==> src/rtl/spike_rate_decoder_if.sv <==
// Result bus of spike_rate_decoder: windowed spike count plus status flags.
// Latency: n/a (wiring only).
// Backpressure: rate_ready from the consumer; rate/saturated hold while rate_valid && !rate_ready.
interface spike_rate_decoder_if #(
    parameter int COUNT_W = 8
);
    logic [COUNT_W-1:0] rate;
    logic               rate_valid;
    logic               rate_ready;
    logic               saturated;
    logic               overrun;
`ifdef SPIKE_ISI_EN
    logic [COUNT_W-1:0] isi;
`endif

`ifdef SPIKE_ISI_EN
    modport master (
        output rate,
        output rate_valid,
        output saturated,
        output overrun,
        output isi,
        input  rate_ready
    );

    modport slave (
        input  rate,
        input  rate_valid,
        input  saturated,
        input  overrun,
        input  isi,
        output rate_ready
    );
`else
    modport master (
        output rate,
        output rate_valid,
        output saturated,
        output overrun,
        input  rate_ready
    );

    modport slave (
        input  rate,
        input  rate_valid,
        input  saturated,
        input  overrun,
        output rate_ready
    );
`endif
endinterface

==> src/rtl/spike_rate_decoder.sv <==
// Rate decoder: counts spike-high cycles over a window of window_len+1 cycles and publishes the count.
// Latency: result valid on the edge closing the window (window started at edge E ends at E+window_len+1).
// Backpressure: result held until rate_ready; a new window end over an unconsumed result sets sticky overrun.
// Optional inter-spike interval output enabled by defining SPIKE_ISI_EN.
module spike_rate_decoder #(
    parameter int WINDOW_W = 8,
    parameter int COUNT_W  = 8
) (
    input  logic                clk,
    input  logic                rst_n,
    input  logic                enable,
    input  logic                spike,
    input  logic [WINDOW_W-1:0] window_len,
    spike_rate_decoder_if.master out_if
);

    localparam logic [0:0]         ST_IDLE = 1'b0;
    localparam logic [0:0]         ST_RUN  = 1'b1;
    localparam logic [COUNT_W-1:0] CNT_MAX = '1;

    // Window FSM and counters
    logic [0:0]          state_q;
    logic [WINDOW_W-1:0] win_len_q;
    logic [WINDOW_W-1:0] cyc_cnt_q;
    logic [COUNT_W-1:0]  spk_cnt_q;
    logic                sat_q;

    // Output register
    logic [COUNT_W-1:0]  rate_q;
    logic                rate_valid_q;
    logic                saturated_q;
    logic                overrun_q;

    logic                running;
    logic                win_end;
    logic                handshake;
    logic [COUNT_W-1:0]  spk_cnt_nxt;
    logic                sat_nxt;

    assign running   = (state_q == ST_RUN);
    assign win_end   = running && (cyc_cnt_q == win_len_q);
    assign handshake = rate_valid_q && out_if.rate_ready;

    // Count including this cycle's spike; the counter sticks at its maximum instead of wrapping
    always_comb begin
        spk_cnt_nxt = spk_cnt_q;
        if (spike && (spk_cnt_q != CNT_MAX)) begin
            spk_cnt_nxt = spk_cnt_q + 1'b1;
        end
        sat_nxt = sat_q | (spk_cnt_nxt == CNT_MAX);
    end

    // Window sequencing: start on enable, restart back-to-back at window end, abort when enable drops
    always_ff @(posedge clk) begin
        if (!rst_n) begin
            state_q   <= ST_IDLE;
            win_len_q <= '0;
            cyc_cnt_q <= '0;
            spk_cnt_q <= '0;
            sat_q     <= 1'b0;
        end else begin
            case (state_q)
                ST_IDLE: begin
                    cyc_cnt_q <= '0;
                    spk_cnt_q <= '0;
                    sat_q     <= 1'b0;
                    if (enable) begin
                        // The spike on the starting edge is deliberately not counted
                        win_len_q <= window_len;
                        state_q   <= ST_RUN;
                    end
                end
                ST_RUN: begin
                    if (win_end) begin
                        cyc_cnt_q <= '0;
                        spk_cnt_q <= '0;
                        sat_q     <= 1'b0;
                        if (enable) begin
                            win_len_q <= window_len;
                        end else begin
                            state_q <= ST_IDLE;
                        end
                    end else if (!enable) begin
                        // Partial window is discarded; the output register is untouched
                        state_q   <= ST_IDLE;
                        cyc_cnt_q <= '0;
                        spk_cnt_q <= '0;
                        sat_q     <= 1'b0;
                    end else begin
                        cyc_cnt_q <= cyc_cnt_q + 1'b1;
                        spk_cnt_q <= spk_cnt_nxt;
                        sat_q     <= sat_nxt;
                    end
                end
                default: begin
                    state_q <= ST_IDLE;
                end
            endcase
        end
    end

    // Result register: load at window end, clear valid on handshake, flag lost results
    always_ff @(posedge clk) begin
        if (!rst_n) begin
            rate_q       <= '0;
            rate_valid_q <= 1'b0;
            saturated_q  <= 1'b0;
            overrun_q    <= 1'b0;
        end else if (win_end) begin
            rate_q       <= spk_cnt_nxt;
            saturated_q  <= sat_nxt;
            rate_valid_q <= 1'b1;
            // A handshake on the same edge means the old result was consumed, so nothing is lost
            if (rate_valid_q && !out_if.rate_ready) begin
                overrun_q <= 1'b1;
            end
        end else if (handshake) begin
            rate_valid_q <= 1'b0;
        end
    end

    assign out_if.rate       = rate_q;
    assign out_if.rate_valid = rate_valid_q;
    assign out_if.saturated  = saturated_q;
    assign out_if.overrun    = overrun_q;

`ifdef SPIKE_ISI_EN
    logic [COUNT_W-1:0] gap_q;
    logic [COUNT_W-1:0] gap_inc;
    logic [COUNT_W-1:0] isi_q;
    logic               seen_q;

    // Distance to the previous spike is the cycles elapsed since it plus this one, saturating
    assign gap_inc = (gap_q == CNT_MAX) ? CNT_MAX : gap_q + 1'b1;

    // Interval tracking runs across window boundaries and restarts only when RUN is entered from IDLE
    always_ff @(posedge clk) begin
        if (!rst_n) begin
            gap_q  <= '0;
            isi_q  <= '0;
            seen_q <= 1'b0;
        end else if (state_q == ST_IDLE) begin
            if (enable) begin
                gap_q  <= '0;
                isi_q  <= '0;
                seen_q <= 1'b0;
            end
        end else begin
            if (spike) begin
                if (seen_q) begin
                    isi_q <= gap_inc;
                end
                gap_q  <= '0;
                seen_q <= 1'b1;
            end else begin
                gap_q <= gap_inc;
            end
        end
    end

    assign out_if.isi = isi_q;
`endif

endmodule

==> src/flat_wrapper.sv <==
// flat-port wrapper written by rule: the top's interface ports become plain ports
module spike_rate_decoder_flat 
#(
    parameter int WINDOW_W = 8,
    parameter int COUNT_W  = 8
)
  (clk, rst_n, enable, spike, window_len, out_if_rate, out_if_rate_valid, out_if_saturated, out_if_overrun, out_if_rate_ready);
  spike_rate_decoder_if #(.COUNT_W(COUNT_W)) out_if_i ();
  input  logic clk;
  input  logic rst_n;
  input  logic enable;
  input  logic spike;
  input  logic [WINDOW_W-1:0] window_len;
  output wire logic [$bits(out_if_i.rate)-1:0] out_if_rate;
  output wire logic [$bits(out_if_i.rate_valid)-1:0] out_if_rate_valid;
  output wire logic [$bits(out_if_i.saturated)-1:0] out_if_saturated;
  output wire logic [$bits(out_if_i.overrun)-1:0] out_if_overrun;
  input wire logic [$bits(out_if_i.rate_ready)-1:0] out_if_rate_ready;
  assign out_if_rate = out_if_i.rate;
  assign out_if_rate_valid = out_if_i.rate_valid;
  assign out_if_saturated = out_if_i.saturated;
  assign out_if_overrun = out_if_i.overrun;
  assign out_if_i.rate_ready = out_if_rate_ready;
  spike_rate_decoder #(.WINDOW_W(WINDOW_W), .COUNT_W(COUNT_W)) u_core (.clk(clk), .rst_n(rst_n), .enable(enable), .spike(spike), .window_len(window_len), .out_if(out_if_i));
endmodule
==> config.mk <==
export PLATFORM = sky130hd
export DESIGN_NAME = spike_rate_decoder_flat
export DESIGN_NICKNAME = d
export VERILOG_FILES = /design/src/rtl/spike_rate_decoder_if.sv /design/src/rtl/spike_rate_decoder.sv /design/src/flat_wrapper.sv
export SDC_FILE = /design/constraint.sdc
export NUM_CORES = 1
export LEC_CHECK = 0
export BUFFER_PORTS_ARGS = -buffer_cell sky130_fd_sc_hd__buf_2
export CAP_MARGIN = 20
export CORE_ASPECT_RATIO = 0.5
export CORE_UTILIZATION = 40
export CTS_CLUSTER_DIAMETER = 200
export DETAILED_ROUTE_END_ITERATION = 8
export REMOVE_ABC_BUFFERS = 1
export SYNTH_ARGS = -nofsm -noshare
export SYNTH_HDL_FRONTEND = slang
export SYNTH_SLANG_ARGS = --single-unit
==> constraint.sdc <==
create_clock -name clk -period 4.46 [get_ports clk]
set_input_delay 1.115 -clock clk [delete_from_list [all_inputs] [get_ports clk]]
set_output_delay 1.115 -clock clk [all_outputs]
set_load 0.005 [all_outputs]
Word level (Yosys, flattened, before mapping)
Cells that the tools add are included.

cells by class
  add/subtract/negate cells = 2
  equality and inequality tests = 4
  muxes and demuxes = 16
  bitwise gates (word level) = 2
  reduce and logical (&&, ||, !) cells = 7

operators by type and width
  operator               number
  $mux W8                7
  $pmux W8 S2            3
  $add A8 B1 Y8 const B  2
  $eq A8 B8 Y1           1
  $eq A8 B8 Y1 const B   1
  $ne A8 B8 Y1 const B   1
  $mux W1                5
  $logic_and A1 B1 Y1    4
  $ne A2 B2 Y1 const B   1
  $pmux W1 S2            1
  $reduce_and A2 Y1      1
  $reduce_bool A2 Y1     1
  $logic_not A1 Y1       1
  $not A1 Y1             1
  $or A1 B1 Y1           1

storage, ports and cells
  flip-flop bits (word level) = 37
  output and inout bits = 11
  word-level logic and storage cells = 40

Longest topological paths before layout
Gate-level depths: netlist (run 1).

  depth in word-level cells = 8
  gate-level depth with buffers = 7
  mapped depth without buffers = 7

Worst setup path after synthesis (run 1)
No wires, ideal clock.

  kind = input to register
  start point = in spike
  end point = reg u_core.saturated_q, in the netlist u_core.out_if.saturated
  setup time = 0.080 ns
  arrival time = 2.253 ns
  data required time = 4.380 ns
  slack = 2.127 ns
  stages on the path = 6
  path buffers = 0
  path through = and3_4 -> and3_2 -> o31a_1 -> nor4_1 -> a21oi_1 -> a211oi_2

on the way
  longest elaborated chain between the ends = 4

ends and longest elaborated chain
  element               RTL line                   text
  from (decl)           flat_wrapper.sv:12         input logic spike;
  $logic_and A1 B1 Y1   spike_rate_decoder.sv:47   if (spike && (spk_cnt_q != CNT_MAX)) begin
  $mux W8               spike_rate_decoder.sv:47
  $eq A8 B8 Y1          spike_rate_decoder.sv:50   sat_nxt = sat_q | (spk_cnt_nxt == CNT_MAX);
  $or A1 B1 Y1          spike_rate_decoder.sv:50
  to (signal assigned)  spike_rate_decoder.sv:111  saturated_q <= sat_nxt;
  to (decl)             spike_rate_decoder.sv:31   logic saturated_q;

Every way passes these cells.
A chain may end at the register's enable or synchronous reset.

Worst setup path in the final report (run 1)
Ends and elaborated chain as after synthesis.

==> impl_metrics.tcl, run 1 <==
set metrics [dict create \
    status "completed" \
    hpwl_um 2300 \
    postCtsResizedCells 0 \
    clkTransAtPathRegs_ps 70 \
    min_path_type "reg -> reg" \
    core_um2 3920 \
    fin_nets 215 \
    dieArea_um2 4410 \
    grt_max_degree 19 \
    synth_top_area_cell "dfxtp_1" \
    cts.sinks 37 \
    cts_max_level 2 \
    hold_viol 0 \
    seq_area_frac_synth 0.448 \
    postRouteAntennaNets 0 \
    finalCritPeriodShare 0.525 \
    yosysTopAreaCellShare 0.448 \
    worst_pin_slew_ps 525 \
    io-pin-count 24 \
    syn_inst 174 \
    cts_tree "done" \
    grt_pass1_vias 1080 \
    initial_core_util 0.422 \
    synth_top_family_by_area "simple AND/OR/NAND/NOR gates" \
    slowest_delay_ps 290 \
    fin_skew_ps 4.76 \
    synth-seq-cells 37 \
    crit_arrival_ps 2530 \
    cp_cell_sequence "buf_2 -> and3_4 -> and3_2 -> o31a_1 -> nor4_1 -> a21oi_1 -> a211oi_2" \
    drv_cap 0 \
    vias 1317 \
    synth_most_common_cell "dfxtp_1" \
    placed_area_um2 1820 \
    post_cts_buffers 0 \
    synth_edf_count 0 \
    cp.buffers_inverters 1 \
    syn_area_per_cell_um2 9.51 \
    power_mw 0.622 \
    slew_headroom 0.648 \
    rows 16 \
    grt_pass1_wl_um 5180 \
    setup_tns_ps 0 \
    viasPerCell 5.16 \
    gp_congestion 0.815 \
    synth-compound-area-share 0.133 \
    synth-simple-area-share 0.213 \
    drtIter0Drc 56 \
    power.leakage_nw 0.764 \
    hold_buffers 0 \
    yosys_warnings 0 \
    power.density_nw_per_um2 327 \
    io_buffer_count 23 \
    totalWireLength_um 3190 \
    cts_made_buffers 5 \
    cp_slowest_cell "o31a_1" \
    ys_types 45 \
    overflow 0 \
    die_w_um 92.9 \
    grt_antenna_before_repair 0 \
    dieHeight_um 47.5 \
    async_reset_ff_frac 0 \
    start_kind "primary input" \
    final_layout_size_suffix_gt1_frac 0.219 \
    fmax_mhz 427 \
    grt_use_total 0.160 \
    synth-xor-area-share 0.0900 \
    path_delay_family "compound AO/OA/AOI/OAI gates" \
    muxShareOfSynthArea 0.0726 \
    crit_fanout 7 \
    pre_cts_ws_ps 1840 \
    root_buffer "clkbuf_8" \
    wire_per_inst_um 12.5 \
    ys_top_cells_by_count "dfxtp_1, nor2_1, mux2i_1, a21oi_1, xnor2_1" \
    critPathRequiredTime_ps 4650 \
    drc 0 \
    yosys_most_used_dff "dfxtp_1" \
    synth_area_leaders "dfxtp_1, mux2i_1, nor2_1" \
    rsz0062_at_grt "false" \
    critical_path_class "in -> reg" \
    area_growth_pct 15.1 \
    clkLatencyLatePin_ps 280 \
    syn_area_um2 1650 \
    ir_drop_v 0.000164 \
    synth_fa_ha_area_frac 0.0151 \
    design_area_um2 1900 \
    setup_ws_ps 2120 \
    finalMaxSlewViolations 0 \
    dr.pass1.iters 4 \
    cts_buffer_depth 2 \
    min_period_ps 2340 \
    n_antenna_cell 0 \
    setup_viol 0 \
    end_kind "flop" \
]
## worst reg2reg max path, delay by kind of cell, from the launching register on
| kind | cells | cell delay (ps) |
|---|---|---|
| simple gates | 2 | 290 |
| compound gates | 3 | 610 |
| xor+xnor | 1 | 310 |
| flops | 1 | 510 |
| fa+ha+maj | 1 | 340 |
## layout make-up
class                   count  area, um2
clock buffers               6       72.6
clock inverters             2       10.0
fillers                   403       2020
inverters                   6       22.5
multi-input cells         126        867
flip-flops and latches     37        741
well taps                  54       67.6
repair buffers             24        123
## stage by stage
| step | hold slack, ps | util | std cells |
|---|---|---|---|
| 6_report | 460 | 0.485 | 255 |
| 3_5_place_dp | 452 | 0.464 | 247 |
| 2_1_floorplan | 449 | - | 169 |
| 5_1_grt | 483 | 0.485 | 255 |
| 3_3_place_gp | 444 | 0.464 | 247 |
| 4_1_cts | 462 | 0.485 | 255 |
## flip-flops by register name, indices dropped and copies added, names as in the netlist
signal / count
u_core.out_if.overrun: 1
u_core.running: 1
u_core.win_len_q: 8
u_core.sat_q: 1
u_core.spk_cnt_q: 8
u_core.out_if.rate_valid: 1
u_core.cyc_cnt_q: 8
u_core.out_if.rate: 8
u_core.out_if.saturated: 1
## logic make-up (layout without fill, tap and decap cells)
logic type / after synthesis / count (layout)
AO/OA/AOI/OAI: 29 / 29
XOR/XNOR: 17 / 17
adder cells (fa/ha/maj): 2 / 2
buffers and inverters: 11 / 38
flip-flops: 37 / 37
multiplexers: 12 / 12
AND/OR/NAND/NOR: 66 / 66
## layer usage
metal,part of all wire,GRT usage,vias up,wire length (um)
li1,-,-,658,-
met1,0.48,0.207,627,1550
met2,0.46,0.260,27,1460
met3,0.043,0.0540,5,137
met4,0.013,0.0554,0,42
met5,0,0,-,0
## path summary, 6_finish.rpt
path / from / endpoint / slack, ps / cells after the start
worst max register to register: u_core.spk_cnt_q[0] / u_core.out_if.saturated / 2280 / 7
worst min-delay path: u_core.out_if.rate[7] / u_core.out_if.rate[7] / 460 / 2
worst max-delay path: spike / u_core.out_if.saturated / 2120 / 7
worst min register to register: u_core.out_if.rate[7] / u_core.out_if.rate[7] / 460 / 2
## where the power goes
| part | total (mW) | internal (mW) | switching [mW] |
|---|---|---|---|
| Clock | 0.223 | 0.108 | 0.115 |
| Sequential | 0.346 | 0.339 | 0.00704 |
| Combinational | 0.0525 | 0.0236 | 0.0289 |
| Total | 0.622 | 0.471 | 0.151 |
## cell usage in the layout (no fill, tap or decap), drive strengths merged, types with 2 or more instances in the layout
master	n
dfxtp	37
nand2	6
nor3	3
and3	4
o211ai	2
clkbuf	6
o21a	2
o21ai	5
clkinv	3
inv	5
and2	2
mux2i	12
nand4	5
xnor2	10
a21oi	10
nand3	9
or2	2
nor2	28
buf	24
a211oi	5
xor2	7
ha	2
Note: power is estimated with default switching activity, not from simulation.
==> run 2, diff against run 1 <==
- clock period: 4.46 -> 2.2 ns (I/O delays scaled with it)
==> impl_metrics.tcl, run 2 (synthesis results as in run 1) <==
set metrics [dict create \
    final_cell_mix "dfxtp_1, nor2_1, buf_2, mux2i_1" \
    cts_tree "done" \
    cts_max_level 2 \
    n_antenna_cell 0 \
    grt_max_degree 19 \
    end_kind "flop" \
    power.density_nw_per_um2 660 \
    critical_path_class "reg -> reg" \
    fin_nets 218 \
    drc 0 \
    area_growth_pct 16.4 \
    root_buffer "clkbuf_8" \
    start_kind "flop" \
    final_layout_size_suffix_gt1_frac 0.230 \
    status "completed" \
    crit_fanout 7 \
    power.leakage_nw 0.779 \
    power_mw 1.27 \
    setup_viol 0 \
    dieHeight_um 47.5 \
    layout_commonest_cell "dfxtp_1" \
    io_buffer_count 23 \
    drv_cap 0 \
    post_cts_buffers 0 \
    cts.sinks 37 \
    cp_slowest_cell "dfxtp_1" \
    initial_core_util 0.422 \
    hpwl_um 2240 \
    io-pin-count 24 \
    crit_arrival_ps 2210 \
    vias 1285 \
    finalMaxSlewViolations 0 \
    wire_per_inst_um 12.2 \
    min_period_ps 2040 \
    worst_pin_slew_ps 506 \
    grt_use_total 0.155 \
    totalWireLength_um 3160 \
    core_um2 3920 \
    cts_made_buffers 5 \
    postRouteAntennaNets 0 \
    ir_drop_v 0.000427 \
    clkLatencyLatePin_ps 290 \
    hold_viol 0 \
    hold_buffers 0 \
    clkTransAtPathRegs_ps 70 \
    slew_headroom 0.661 \
    fin_skew_ps 8.38 \
    grt_pass1_wl_um 4910 \
    postCtsResizedCells 0 \
    rsz0062_at_grt "false" \
    critPathRequiredTime_ps 2370 \
    drtIter0Drc 76 \
    gp_congestion 0.825 \
    finalCritPeriodShare 0.925 \
    rows 16 \
    slowest_delay_ps 400 \
    overflow 0 \
    grt_pass1_vias 1071 \
    viasPerCell 4.98 \
    cp_cell_sequence "ha_1 -> nand3_1 -> o211ai_1 -> xor2_1 -> nor3_1 -> a21oi_1 -> a211oi_2" \
    dr.pass1.iters 5 \
    fmax_mhz 491 \
    grt_antenna_before_repair 0 \
    die_w_um 92.9 \
    min_path_type "reg -> reg" \
    setup_tns_ps 0 \
    cts_buffer_depth 2 \
    dieArea_um2 4410 \
]
## run 2: cell count changes in the layout (fill, tap and decap cells not counted), sizes merged
cell,change
buf,+3
## run 2: worst paths after layout
path / from / end / slack (ps) / cells past startpoint
max: u_core.spk_cnt_q[1] / u_core.out_if.saturated / 160 / 7
min: u_core.out_if.rate[4] / u_core.out_if.rate[4] / 460 / 2
max reg2reg: u_core.spk_cnt_q[1] / u_core.out_if.saturated / 160 / 7
min reg2reg: u_core.out_if.rate[4] / u_core.out_if.rate[4] / 460 / 2
## run 2: worst max-delay path, delay by kind of cell (launching register included)
family / cells / cell delay (ps)
XOR/XNOR: 1 / 310
AND/OR/NAND/NOR: 2 / 320
flip-flops: 1 / 400
AO/OA/AOI/OAI: 3 / 580
adder cells (fa/ha/maj): 1 / 310
## run 2: cell type report
cell class                 count  area (um2)
clock buffer                   6        72.6
inverter                       6        22.5
fill                         411        2000
multi-input combinational    126         867
clock inverter                 2        10.0
timing repair buffer          27         145
sequential                    37         741
tap                           54        67.6
## run 2: stage by stage
stage	setup WS [ps]	util	hold slack, ps	cells	instance area, um2
2_1_floorplan	323	-	449	169	1630
3_5_place_dp	168	0.470	449	250	1840
4_1_cts	202	0.491	460	258	1930
5_1_grt	22.2	0.491	481	258	1930
6_report	165	0.491	456	258	1930
3_3_place_gp	195	0.470	445	250	1840
## run 2: per-layer routing
metal  GRT usage  vias up  wire, um
li1            -      667         -
met1       0.186      589      1590
met2       0.250       22      1360
met3      0.0635        7       131
met4      0.0831        0        76
met5           0        -         0
## run 2: where the power goes
| group | internal (mW) | switching [mW] |
|---|---|---|
| combinational | 0.0525 | 0.0592 |
| clock | 0.219 | 0.239 |
| sequential | 0.688 | 0.0137 |
| total | 0.960 | 0.312 |
